**config.mk**
```make
export PLATFORM = sky130hd
export DESIGN_NAME = sap1_controller_sequencer
export DESIGN_NICKNAME = d
export VERILOG_FILES = /design/src/rtl/sap1_pkg.sv /design/src/rtl/sap1_ring_counter.sv /design/src/rtl/sap1_controller_sequencer.sv
export SDC_FILE = /design/constraint.sdc
export NUM_CORES = 1
export LEC_CHECK = 0
export ABC_AREA = 1
export CORE_AREA = 2 2 39 41
export CTS_CLUSTER_SIZE = 28
export DETAILED_ROUTE_END_ITERATION = 8
export DIE_AREA = 0 0 41 43
export HOLD_SLACK_MARGIN = 0.08
export PLACE_DENSITY = 0.72
export SETUP_SLACK_MARGIN = 0.4
export SYNTH_ARGS = -nofsm -noshare
export SYNTH_HDL_FRONTEND = slang
export SYNTH_SLANG_ARGS = --single-unit
export TNS_END_PERCENT = 10
```
**constraint.sdc**
```tcl
create_clock -name clk -period 1.9 [get_ports clk]
set_input_delay 0.285 -clock clk [delete_from_list [all_inputs] [get_ports clk]]
set_output_delay 0.285 -clock clk [all_outputs]
set_load 0.02 [all_outputs]
```
**src/rtl/sap1_pkg.sv**
```systemverilog
// sap1_pkg -- shared definitions for the SAP-1 controller-sequencer.
//
// Contents:
//   OP_*        opcode nibble values decoded from the instruction register
//   T*_ONEHOT   one-hot T-state encodings (bit0 = T1); HALT is all-zero
//   t_state_e   ring-counter state type built from those encodings
//   CON_*       bit positions of each control line inside con_word_t
//   con_word_t  packed control word; field order matches the CON_* indices
//   CON_IDLE    control word with every line at its inactive level
//
// Optional feature macro used by the files that import this package:
//   SAP1_EARLY_FETCH_EN  (see sap1_controller_sequencer.sv)

package sap1_pkg;

   // Opcode nibble values; every other value is a NOP.
   localparam logic [3:0] OP_LDA = 4'h0;
   localparam logic [3:0] OP_ADD = 4'h1;
   localparam logic [3:0] OP_SUB = 4'h2;
   localparam logic [3:0] OP_OUT = 4'hE;
   localparam logic [3:0] OP_HLT = 4'hF;

   // One-hot T-state encodings.
   localparam logic [5:0] T1_ONEHOT   = 6'b000001;
   localparam logic [5:0] T2_ONEHOT   = 6'b000010;
   localparam logic [5:0] T3_ONEHOT   = 6'b000100;
   localparam logic [5:0] T4_ONEHOT   = 6'b001000;
   localparam logic [5:0] T5_ONEHOT   = 6'b010000;
   localparam logic [5:0] T6_ONEHOT   = 6'b100000;
   localparam logic [5:0] HALT_ONEHOT = 6'b000000;

   typedef enum logic [5:0] {
      ST_T1   = T1_ONEHOT,
      ST_T2   = T2_ONEHOT,
      ST_T3   = T3_ONEHOT,
      ST_T4   = T4_ONEHOT,
      ST_T5   = T5_ONEHOT,
      ST_T6   = T6_ONEHOT,
      ST_HALT = HALT_ONEHOT
   } t_state_e;

   // Control-word bit positions (MSB first, same order as con_word_t).
   localparam int CON_WIDTH  = 12;
   localparam int CON_CP     = 11;
   localparam int CON_EP     = 10;
   localparam int CON_LM_BAR = 9;
   localparam int CON_CE_BAR = 8;
   localparam int CON_LI_BAR = 7;
   localparam int CON_EI_BAR = 6;
   localparam int CON_LA_BAR = 5;
   localparam int CON_EA     = 4;
   localparam int CON_SU     = 3;
   localparam int CON_EU     = 2;
   localparam int CON_LB_BAR = 1;
   localparam int CON_LO_BAR = 0;

   typedef struct packed {
      logic cp;
      logic ep;
      logic lm_bar;
      logic ce_bar;
      logic li_bar;
      logic ei_bar;
      logic la_bar;
      logic ea;
      logic su;
      logic eu;
      logic lb_bar;
      logic lo_bar;
   } con_word_t;

   // Active-low lines idle at 1, active-high lines idle at 0.
   localparam logic [CON_WIDTH-1:0] CON_ACTIVE_LOW_MASK = CON_WIDTH'(
      (1 << CON_LM_BAR) | (1 << CON_CE_BAR) | (1 << CON_LI_BAR) |
      (1 << CON_EI_BAR) | (1 << CON_LA_BAR) | (1 << CON_LB_BAR) |
      (1 << CON_LO_BAR));

   localparam con_word_t CON_IDLE = con_word_t'(CON_ACTIVE_LOW_MASK);

endpackage

```
**src/rtl/sap1_ring_counter.sv**
```systemverilog
// sap1_ring_counter -- six-state one-hot T-state ring counter.
//
// Steps T1->T2->...->T6->T1 on the falling clock edge so the control
// decode settles before the datapath samples on the rising edge.
//
// Ports:
//   clk        in   system clock (state advances on negedge)
//   clear_bar  in   asynchronous active-low clear, forces T1
//   restart    in   next state is T1 regardless of the current state
//   halt       in   next state is the all-zero HALT state (wins over restart)
//   state      out  current T-state (one-hot, bit0 = T1; all-zero = HALT)

module sap1_ring_counter
   import sap1_pkg::*;
(
   input  logic     clk,
   input  logic     clear_bar,
   input  logic     restart,
   input  logic     halt,
   output t_state_e state
);

   t_state_e state_q;
   t_state_e state_nx;

   always_ff @(negedge clk or negedge clear_bar) begin
      if (!clear_bar) begin
         state_q <= ST_T1;
      end else begin
         state_q <= state_nx;
      end
   end

   always_comb begin
      state_nx = state_q;
      if (halt) begin
         state_nx = ST_HALT;
      end else if (restart) begin
         state_nx = ST_T1;
      end else begin
         unique case (state_q)
            ST_T1:   state_nx = ST_T2;
            ST_T2:   state_nx = ST_T3;
            ST_T3:   state_nx = ST_T4;
            ST_T4:   state_nx = ST_T5;
            ST_T5:   state_nx = ST_T6;
            ST_T6:   state_nx = ST_T1;
            ST_HALT: state_nx = ST_HALT;  // only clear_bar leaves HALT
            default: state_nx = ST_T1;    // recover from a corrupted ring
         endcase
      end
   end

   assign state = state_q;

endmodule

```
**src/rtl/sap1_controller_sequencer.sv**
```systemverilog
// sap1_controller_sequencer -- SAP-1 control unit.
//
// Decodes the current T-state and the instruction-register opcode nibble
// into the SAP-1 control word. T1..T3 fetch (opcode ignored); T4..T6
// execute LDA/ADD/SUB/OUT, any unlisted opcode is a NOP, and HLT sends the
// ring counter to the all-zero HALT state instead of T4. HALT is left only
// through clear_bar.
//
// Optional feature macro:
//   SAP1_EARLY_FETCH_EN  when defined, an instruction returns to T1 right
//                        after its last productive T-state (LDA 5 cycles,
//                        OUT 4, NOP 3, ADD/SUB 6). When undefined every
//                        instruction takes 6 cycles.
//
// Ports:
//   clk        in   system clock, shared with the datapath
//   clear_bar  in   asynchronous active-low reset
//   opcode     in   [OPCODE_WIDTH] upper nibble of the IR, valid T4..T6
//   Cp, Ep     out  program counter increment / bus enable
//   Lm_bar     out  MAR load (active-low)
//   Ce_bar     out  RAM bus enable (active-low)
//   Li_bar     out  IR load (active-low)
//   Ei_bar     out  IR address-field bus enable (active-low)
//   La_bar, Ea out  accumulator load (active-low) / bus enable
//   Su, Eu     out  subtract select / adder-subtractor bus enable
//   Lb_bar     out  B register load (active-low)
//   Lo_bar     out  output register load (active-low)
//   hlt        out  halt indicator
//   t_state    out  [6] one-hot current T-state, bit0 = T1 (0 in HALT)

module sap1_controller_sequencer
   import sap1_pkg::*;
#(
   parameter int OPCODE_WIDTH = 4
) (
   input  logic                    clk,
   input  logic                    clear_bar,
   input  logic [OPCODE_WIDTH-1:0] opcode,
   output logic                    Cp,
   output logic                    Ep,
   output logic                    Lm_bar,
   output logic                    Ce_bar,
   output logic                    Li_bar,
   output logic                    Ei_bar,
   output logic                    La_bar,
   output logic                    Ea,
   output logic                    Su,
   output logic                    Eu,
   output logic                    Lb_bar,
   output logic                    Lo_bar,
   output logic                    hlt,
   output logic [5:0]              t_state
);

   t_state_e  state;
   con_word_t cw;
   con_word_t cw_out;
   logic      is_lda;
   logic      is_add;
   logic      is_sub;
   logic      is_out;
   logic      is_hlt;
   logic      halt_req;
   logic      restart_req;

   sap1_ring_counter u_ring (
      .clk       (clk),
      .clear_bar (clear_bar),
      .restart   (restart_req),
      .halt      (halt_req),
      .state     (state)
   );

   assign is_lda = (opcode == OPCODE_WIDTH'(OP_LDA));
   assign is_add = (opcode == OPCODE_WIDTH'(OP_ADD));
   assign is_sub = (opcode == OPCODE_WIDTH'(OP_SUB));
   assign is_out = (opcode == OPCODE_WIDTH'(OP_OUT));
   assign is_hlt = (opcode == OPCODE_WIDTH'(OP_HLT));

   // The IR has been loaded by the rising edge inside T3, so the falling
   // edge that ends T3 already sees the new opcode: HLT diverts there and
   // T4 is never entered.
   assign halt_req = (state == ST_T3) && is_hlt;

`ifdef SAP1_EARLY_FETCH_EN
   logic is_nop;
   assign is_nop = !(is_lda || is_add || is_sub || is_out || is_hlt);
   assign restart_req = ((state == ST_T3) && is_nop) ||
                        ((state == ST_T4) && is_out) ||
                        ((state == ST_T5) && is_lda);
`else
   assign restart_req = 1'b0;
`endif

   // Control-word decode: start idle, then raise what the state needs.
   always_comb begin
      cw = CON_IDLE;
      unique case (state)
         ST_T1: begin
            cw.ep     = 1'b1;
            cw.lm_bar = 1'b0;
         end
         ST_T2: begin
            cw.cp = 1'b1;
         end
         ST_T3: begin
            cw.ce_bar = 1'b0;
            cw.li_bar = 1'b0;
         end
         ST_T4: begin
            if (is_lda || is_add || is_sub) begin
               cw.ei_bar = 1'b0;
               cw.lm_bar = 1'b0;
            end else if (is_out) begin
               cw.ea     = 1'b1;
               cw.lo_bar = 1'b0;
            end
         end
         ST_T5: begin
            if (is_lda) begin
               cw.ce_bar = 1'b0;
               cw.la_bar = 1'b0;
            end else if (is_add || is_sub) begin
               cw.ce_bar = 1'b0;
               cw.lb_bar = 1'b0;
            end
         end
         ST_T6: begin
            if (is_add || is_sub) begin
               cw.eu     = 1'b1;
               cw.la_bar = 1'b0;
               cw.su     = is_sub;
            end
         end
         default: begin
            cw = CON_IDLE;  // HALT or illegal encoding
         end
      endcase
   end

   // While clear_bar is low the ring sits in T1, but nothing may fire.
   assign cw_out = clear_bar ? cw : CON_IDLE;

   assign Cp      = cw_out.cp;
   assign Ep      = cw_out.ep;
   assign Lm_bar  = cw_out.lm_bar;
   assign Ce_bar  = cw_out.ce_bar;
   assign Li_bar  = cw_out.li_bar;
   assign Ei_bar  = cw_out.ei_bar;
   assign La_bar  = cw_out.la_bar;
   assign Ea      = cw_out.ea;
   assign Su      = cw_out.su;
   assign Eu      = cw_out.eu;
   assign Lb_bar  = cw_out.lb_bar;
   assign Lo_bar  = cw_out.lo_bar;
   assign hlt     = clear_bar && (state == ST_HALT);
   assign t_state = state;

endmodule

```
# Word-level counts from Yosys, hierarchy flattened
# Cells that the tools add are included.
# op_classes
eq_ne	10
n_mux	24
reduce_logical	7
# op_table
operator	n
one-hot mux 6 bit (6 select lines)	1
two-way mux 1 bit	16
two-way mux 12 bit	1
== test 4 bit, second input constant	2
== test 6 x 1 -> 1 bit, second input constant	1
== test 6 x 2 -> 1 bit, second input constant	1
== test 6 x 3 -> 1 bit, second input constant	1
== test 6 x 4 -> 1 bit, second input constant	1
== test 6 x 5 -> 1 bit, second input constant	1
== test 6 bit, second input constant	1
zero test 6 bit	1
two-way mux 6 bit	1
one-hot mux 1 bit (2 select lines)	3
== test 4 x 1 -> 1 bit, second input constant	1
== test 4 x 2 -> 1 bit, second input constant	1
zero test 4 bit	1
two-way mux 2 bit	2
logical OR 1 bit	3
logical AND 1 bit	2
# word_totals
in_bits	6
register_bits	6
wordCells	42
out_inout_bits	19

# Longest topological paths before layout
# logic_depth
ltp_word	6
ltp_mapped	7
depth_no_buf	7

# By module
# Synthesis repeated with hierarchy kept, for this count alone.
# unflattened
hier_cells	94
hier_area_um2	586.8
# by_module_without_submodules
mod	instances	seq_area_each_um2	area_per_inst_um2	cells_per_inst
sap1_controller_sequencer	1	0.0	315.3	62
sap1_ring_counter	1	151.4	271.5	32

==> impl_metrics.json <==
{
  "cts_made_buffers": 3,
  "layout_cells_sized_above_1_pct": 68.03,
  "path_clk_slew_ns": 0.04,
  "cp_data_required_time_ns": 1.62,
  "ir_worst_vdd_uv": 885.4,
  "design_power_total_w": 0.001188,
  "gp_routability_congestion": 0.8662,
  "grt_pass1_vias": 638,
  "totalWireLength_mm": 1.567,
  "fin_worst_skew_ns": 0.04280,
  "finish.net_count": 129,
  "fin_area_um2": 994.7,
  "critical-path-top-delay-family": "flip-flops",
  "post_synthesis_cells": 71,
  "final_hold_viol_count": 0,
  "postSynthRegisterBits": 6,
  "synth.top_cell.area_share_pct": 27.40,
  "dp_cells": 129,
  "drt_first_iter_violations": 0,
  "crit_buf_inv": 2,
  "core_um2": 1384,
  "layout_overhead_on_the_synthesized_area_pct": 117.8,
  "dieHeight_um": 43,
  "critPathMaxFanout": 4,
  "power.static_leakage_nw": 0.5300,
  "power_per_cell_area_nw_per_um2": 1195,
  "post-route-worst-setup-slack_ns": -0.7577,
  "synth_largest_area_cell": "dfrtn_1",
  "antennaDiodeCount": 0,
  "synth_cell_type_count": 14,
  "drt_drc_violations_left": 0,
  "viasPerCell": 4.703,
  "worst_setup_path_start_kind": "flop",
  "cp_slowest_cell": "dfstp_2",
  "fin_util_pct": 71.88,
  "detail_route.wl_per_cell_um": 11.36,
  "detail_route.first_pass.iterations": 1,
  "worst-setup-path-type": "reg2out",
  "std_cell_rows": 14,
  "cts_tree": "yes",
  "maximum_number_of_pins_on_one_net_before_global_route_repair": 9,
  "routed-via-count": 649,
  "port-buffer-count": 24,
  "failed_checks": "negative setup slack",
  "slew_viol_final": 0,
  "synth_fp_nets": 77,
  "crit_top_cell": "nand3_2",
  "postRouteAntennaNets": 0,
  "antenna_found_initial": 0,
  "root_buffer": "clkbuf_4",
  "grt.overflow.total": 0,
  "floorplan.die_area_um2": 1763,
  "rsz0062_at_grt": "true",
  "cts_hold_repair.buffers": 0,
  "htree_num_levels": 1,
  "yosysSeqAreaShare_pct": 33.15,
  "postPlaceCellArea_um2": 887.1,
  "ys_top_cells_by_area": "dfrtn_1 27%, nand2_1 15%, nor2_1 11%, inv_1 9.0%, nand3_1 8.8%",
  "largest_register_ff_count": 6,
  "post-place-ws_ns": -0.9412,
  "hpwlAfterDp_mm": 1.117,
  "final-instance-count-excl-fill": 138,
  "first_pass_grt_wire_length_mm": 2.573,
  "num_io_pins": 25,
  "yosys_warnings": 0,
  "finalSetupViolCount": 19,
  "mappedNetlistArea_um2": 456.7,
  "status": "complete, but fails checks",
  "clock_tree.buffer_depth": 2,
  "worstPathCellList": "inv_2 > nor2_2 > nand3_2 > nand2_2 > nand3_2 > buf_6",
  "worst_slew_margin_rel_pct": 87.03,
  "fp.dieW_um": 41,
  "worstMarginPinSlew_ns": 0.1930,
  "clkLatencyLatePin_ns": 0.30,
  "critical_path.max_stage_delay_ns": 0.56,
  "max_cap_violations": 0,
  "worst_setup_path_end_kind": "primary output",
  "avgSynthCellArea_um2": 6.432,
  "grtUsageTotal_pct": 21.41,
  "worst-endpoint-arrival_ns": 2.37,
  "worstHoldPathType": "reg2reg",
  "floorplan.initialDensity_pct": 33.00,
  "numClockSinks": 6
}
[cell families after synthesis]
group                  count (synthesis)  share of synthesized area [%]
AND/OR/NAND/NOR                       52                          56.17
flip-flops                             6                          33.15
buffers and inverters                 13                          10.69
[repair_timing]
action                     in CTS  in global routing
pin swaps                      10                  4
buffers inserted                2                  3
setup endpoints to repair      21                 20
gates resized for setup       125                 17
[worst reg2reg max path, stage by stage (launching register included)]
cell and delay (ns):
dfrtn_1 0.50, nor2_4 0.08, buf_4 0.14, nand3_2 0.08
nand2_2 0.07, buf_4 0.13, buf_4 0.12, nor2_1 0.10
[through the flow]
step                      TNS [ns]  hold slack (ns)
final                       -11.23           0.7125
after global routing        -12.51           0.7609
after CTS                   -11.41           0.6916
after detailed placement    -14.38           0.6619
after global placement      -14.16           0.6301
after floorplan             -5.560           0.5690
[cell type report]
cell class              count  area [µm²]
inverters                  12       47.55
multi-input cells          52       351.6
well taps                  16       20.02
clock inverters             1       3.754
repair buffers             47       394.1
fillers                   116       389.1
clock buffers               4       26.28
flip-flops and latches      6       151.4
[power by group]
group | switching [W] | internal [W]
logic | 0.000415 | 0.000407
clock network | 0.0000573 | 0.0000829
registers | 0.0000492 | 0.000177
[layer usage]
metal	wire [µm]	share of wire, %	track usage [%]
met1	634	40	26.89
met3	53	3.4	3.141
met4	12	0.77	8.000
met5	0	0	0
met2	866	55	35.00
[Yosys cell counts, drive strengths merged]
master,instances
nor4,1
or2,1
dfrtn,5
nor2,18
dfstp,1
nand2,18
inv,13
nand4,3
nand3,10
nor3b,1
[path summary, 6_finish.rpt]
| kind | from | to | slack (ns) | cells past startpoint |
|---|---|---|---|---|
| setup / recovery | u_ring.state[0] | Lm_bar | -0.76 | 6 |
| hold / removal | u_ring.state[0] | u_ring.state[2] | 0.71 | 4 |
| setup reg to reg | u_ring.state[5] | u_ring.state[0] | 0.67 | 7 |
| hold reg to reg | u_ring.state[0] | u_ring.state[2] | 0.71 | 4 |
| max in group asynchronous | clear_bar | u_ring.state[0] | 0.61 | 3 |
| min in group asynchronous | clear_bar | u_ring.state[3] | 1.02 | 3 |
[cells in the final DEF (no fill, tap or decap), drive strengths merged]
cell type and instances:
nor2 18, nand3 10, nand2 18, nor4 1, or2 1, nand4 3, clkbuf 7, nor3b 1
buf 43, dfstp 1, dlygate4sd2 1, inv 13, dfrtn 5
Note: power is estimated with default switching activity, not from simulation.
==> edit (same flow settings) <==
The parameter `OPCODE_WIDTH` goes from 4 to 6.
--- a/src/rtl/sap1_controller_sequencer.sv
+++ b/src/rtl/sap1_controller_sequencer.sv
@@ -33,3 +33,3 @@
 #(
-   parameter int OPCODE_WIDTH = 4
+   parameter int OPCODE_WIDTH = 6
 ) (
Ports: changed (resized opcode); port bits go from 25 to 27. The function was not compared with the original's and may differ.
==> edit against the unedited design <==
The flow still finishes with violations (setup timing); sequential share of layout area shrank 0.69 points; routed wire length grew 7.1%; sequential cell count stayed put; first-iteration DRC count is 14 higher; synthesized area up 17%; clock skew hardly changed; via count up 2.6%; worst setup slack got worse by 5.9 ps; power is 32% higher; final area up 4.8%; largest cell class unchanged; largest power group unchanged.
==> edit: results (changes against the unedited design) <==
most instantiated cells after synthesis=nand2_1 (16), nor2_1 (12), inv_1 (10) (was nand2_1 (18), nor2_1 (13), inv_1 (11)); Final Wtd Congestion=0.7856 (was 0.8662); Hold Crit Endpoint=u_ring.state[0] (was u_ring.state[2]); status=finished, violations left (unchanged); sequential fraction of the synthesis area=28.40% (was 33.15%); met3 Resource Use GR=6.283% (was 3.141%); Leak=0.0005377 uW (was 0.0005300 uW); peak supply drop=1.149 mV (was 0.8854 mV); FF-to-FF setup slack=690 ps (was 670 ps); Filler Cells Inserted=110 (was 116); P_clk=136 uW (was 140 uW); setup ws final=-763.6 ps (was -757.7 ps); failing checks=setup timing (unchanged); DR WL met3=36 um (was 53 um); Netlist cell types=21 (was 14); depth of the worst register-to-register path=6 (was 7); CP endpoint=Su (was Lm_bar); Slew @ Worst Pin=249.1 ps (was 193.0 ps); skew final=43.27 ps (was 42.80 ps); endpoints failing setup=20 (was 19); DR iter-0 viols=14 (was 0); router iterations before antenna repair=4 (was 1); CP peak stage delay=380 ps (was 560 ps); global routing usage on met1=26.40% (was 26.89%); Power Sequential=267 uW (was 226 uW); highest routed layer=met3 (was met4); syn_nets=86 (was 77); Int Power=807.7 uW (was 666.9 uW); Synth Area in Compound Gates=1.878% (was 0%); Post-DP HPWL=1179 um (was 1117 um); met2 WL=939 um (was 866 um); M2 GR Usage=29.69% (was 35.00%); delay-heaviest family, CP=simple AND/OR/NAND/NOR gates (was flip-flops); vias in the first global route=582 (was 638); drt wl/cell=11.49 um (was 11.36 um); Nets=139 (was 129); total number of vias=666 (was 649)
## edit: metrics by stage
| stage | total power [uW] | std cells | util [%] | instance area (sq um) | TNS (ps) |
|---|---|---|---|---|---|
| after floorplan | 781.2 | 78 | - | 538.0 | -5544 |
| after global placement | 1220 | 137 | 68.35 | 945.9 | -14550 |
| after detailed placement | 1226 | 137 | 68.35 | 945.9 | -14540 |
| after CTS | 1474 | 145 | 71.79 | 993.5 | -11400 |
| after global routing | 1670 | 146 | 75.32 | 1042 | -12700 |
| final | 1569 | 146 | 75.32 | 1042 | -11460 |
## edit: final cells by class
type                    count  area share (%)
clock buffers               4           2.521
multi-input cells          56           36.01
well taps                  16           1.921
flip-flops and latches      6           14.53
clock inverters             1          0.3601
repair buffers             49           39.62
inverters                  14           5.042
## edit: timing repair
item,in CTS,in global routing
hold buffers,0,0
setup buffers,4,1
pin swaps,5,7
gates resized for setup,92,9
setup endpoints to repair,21,20
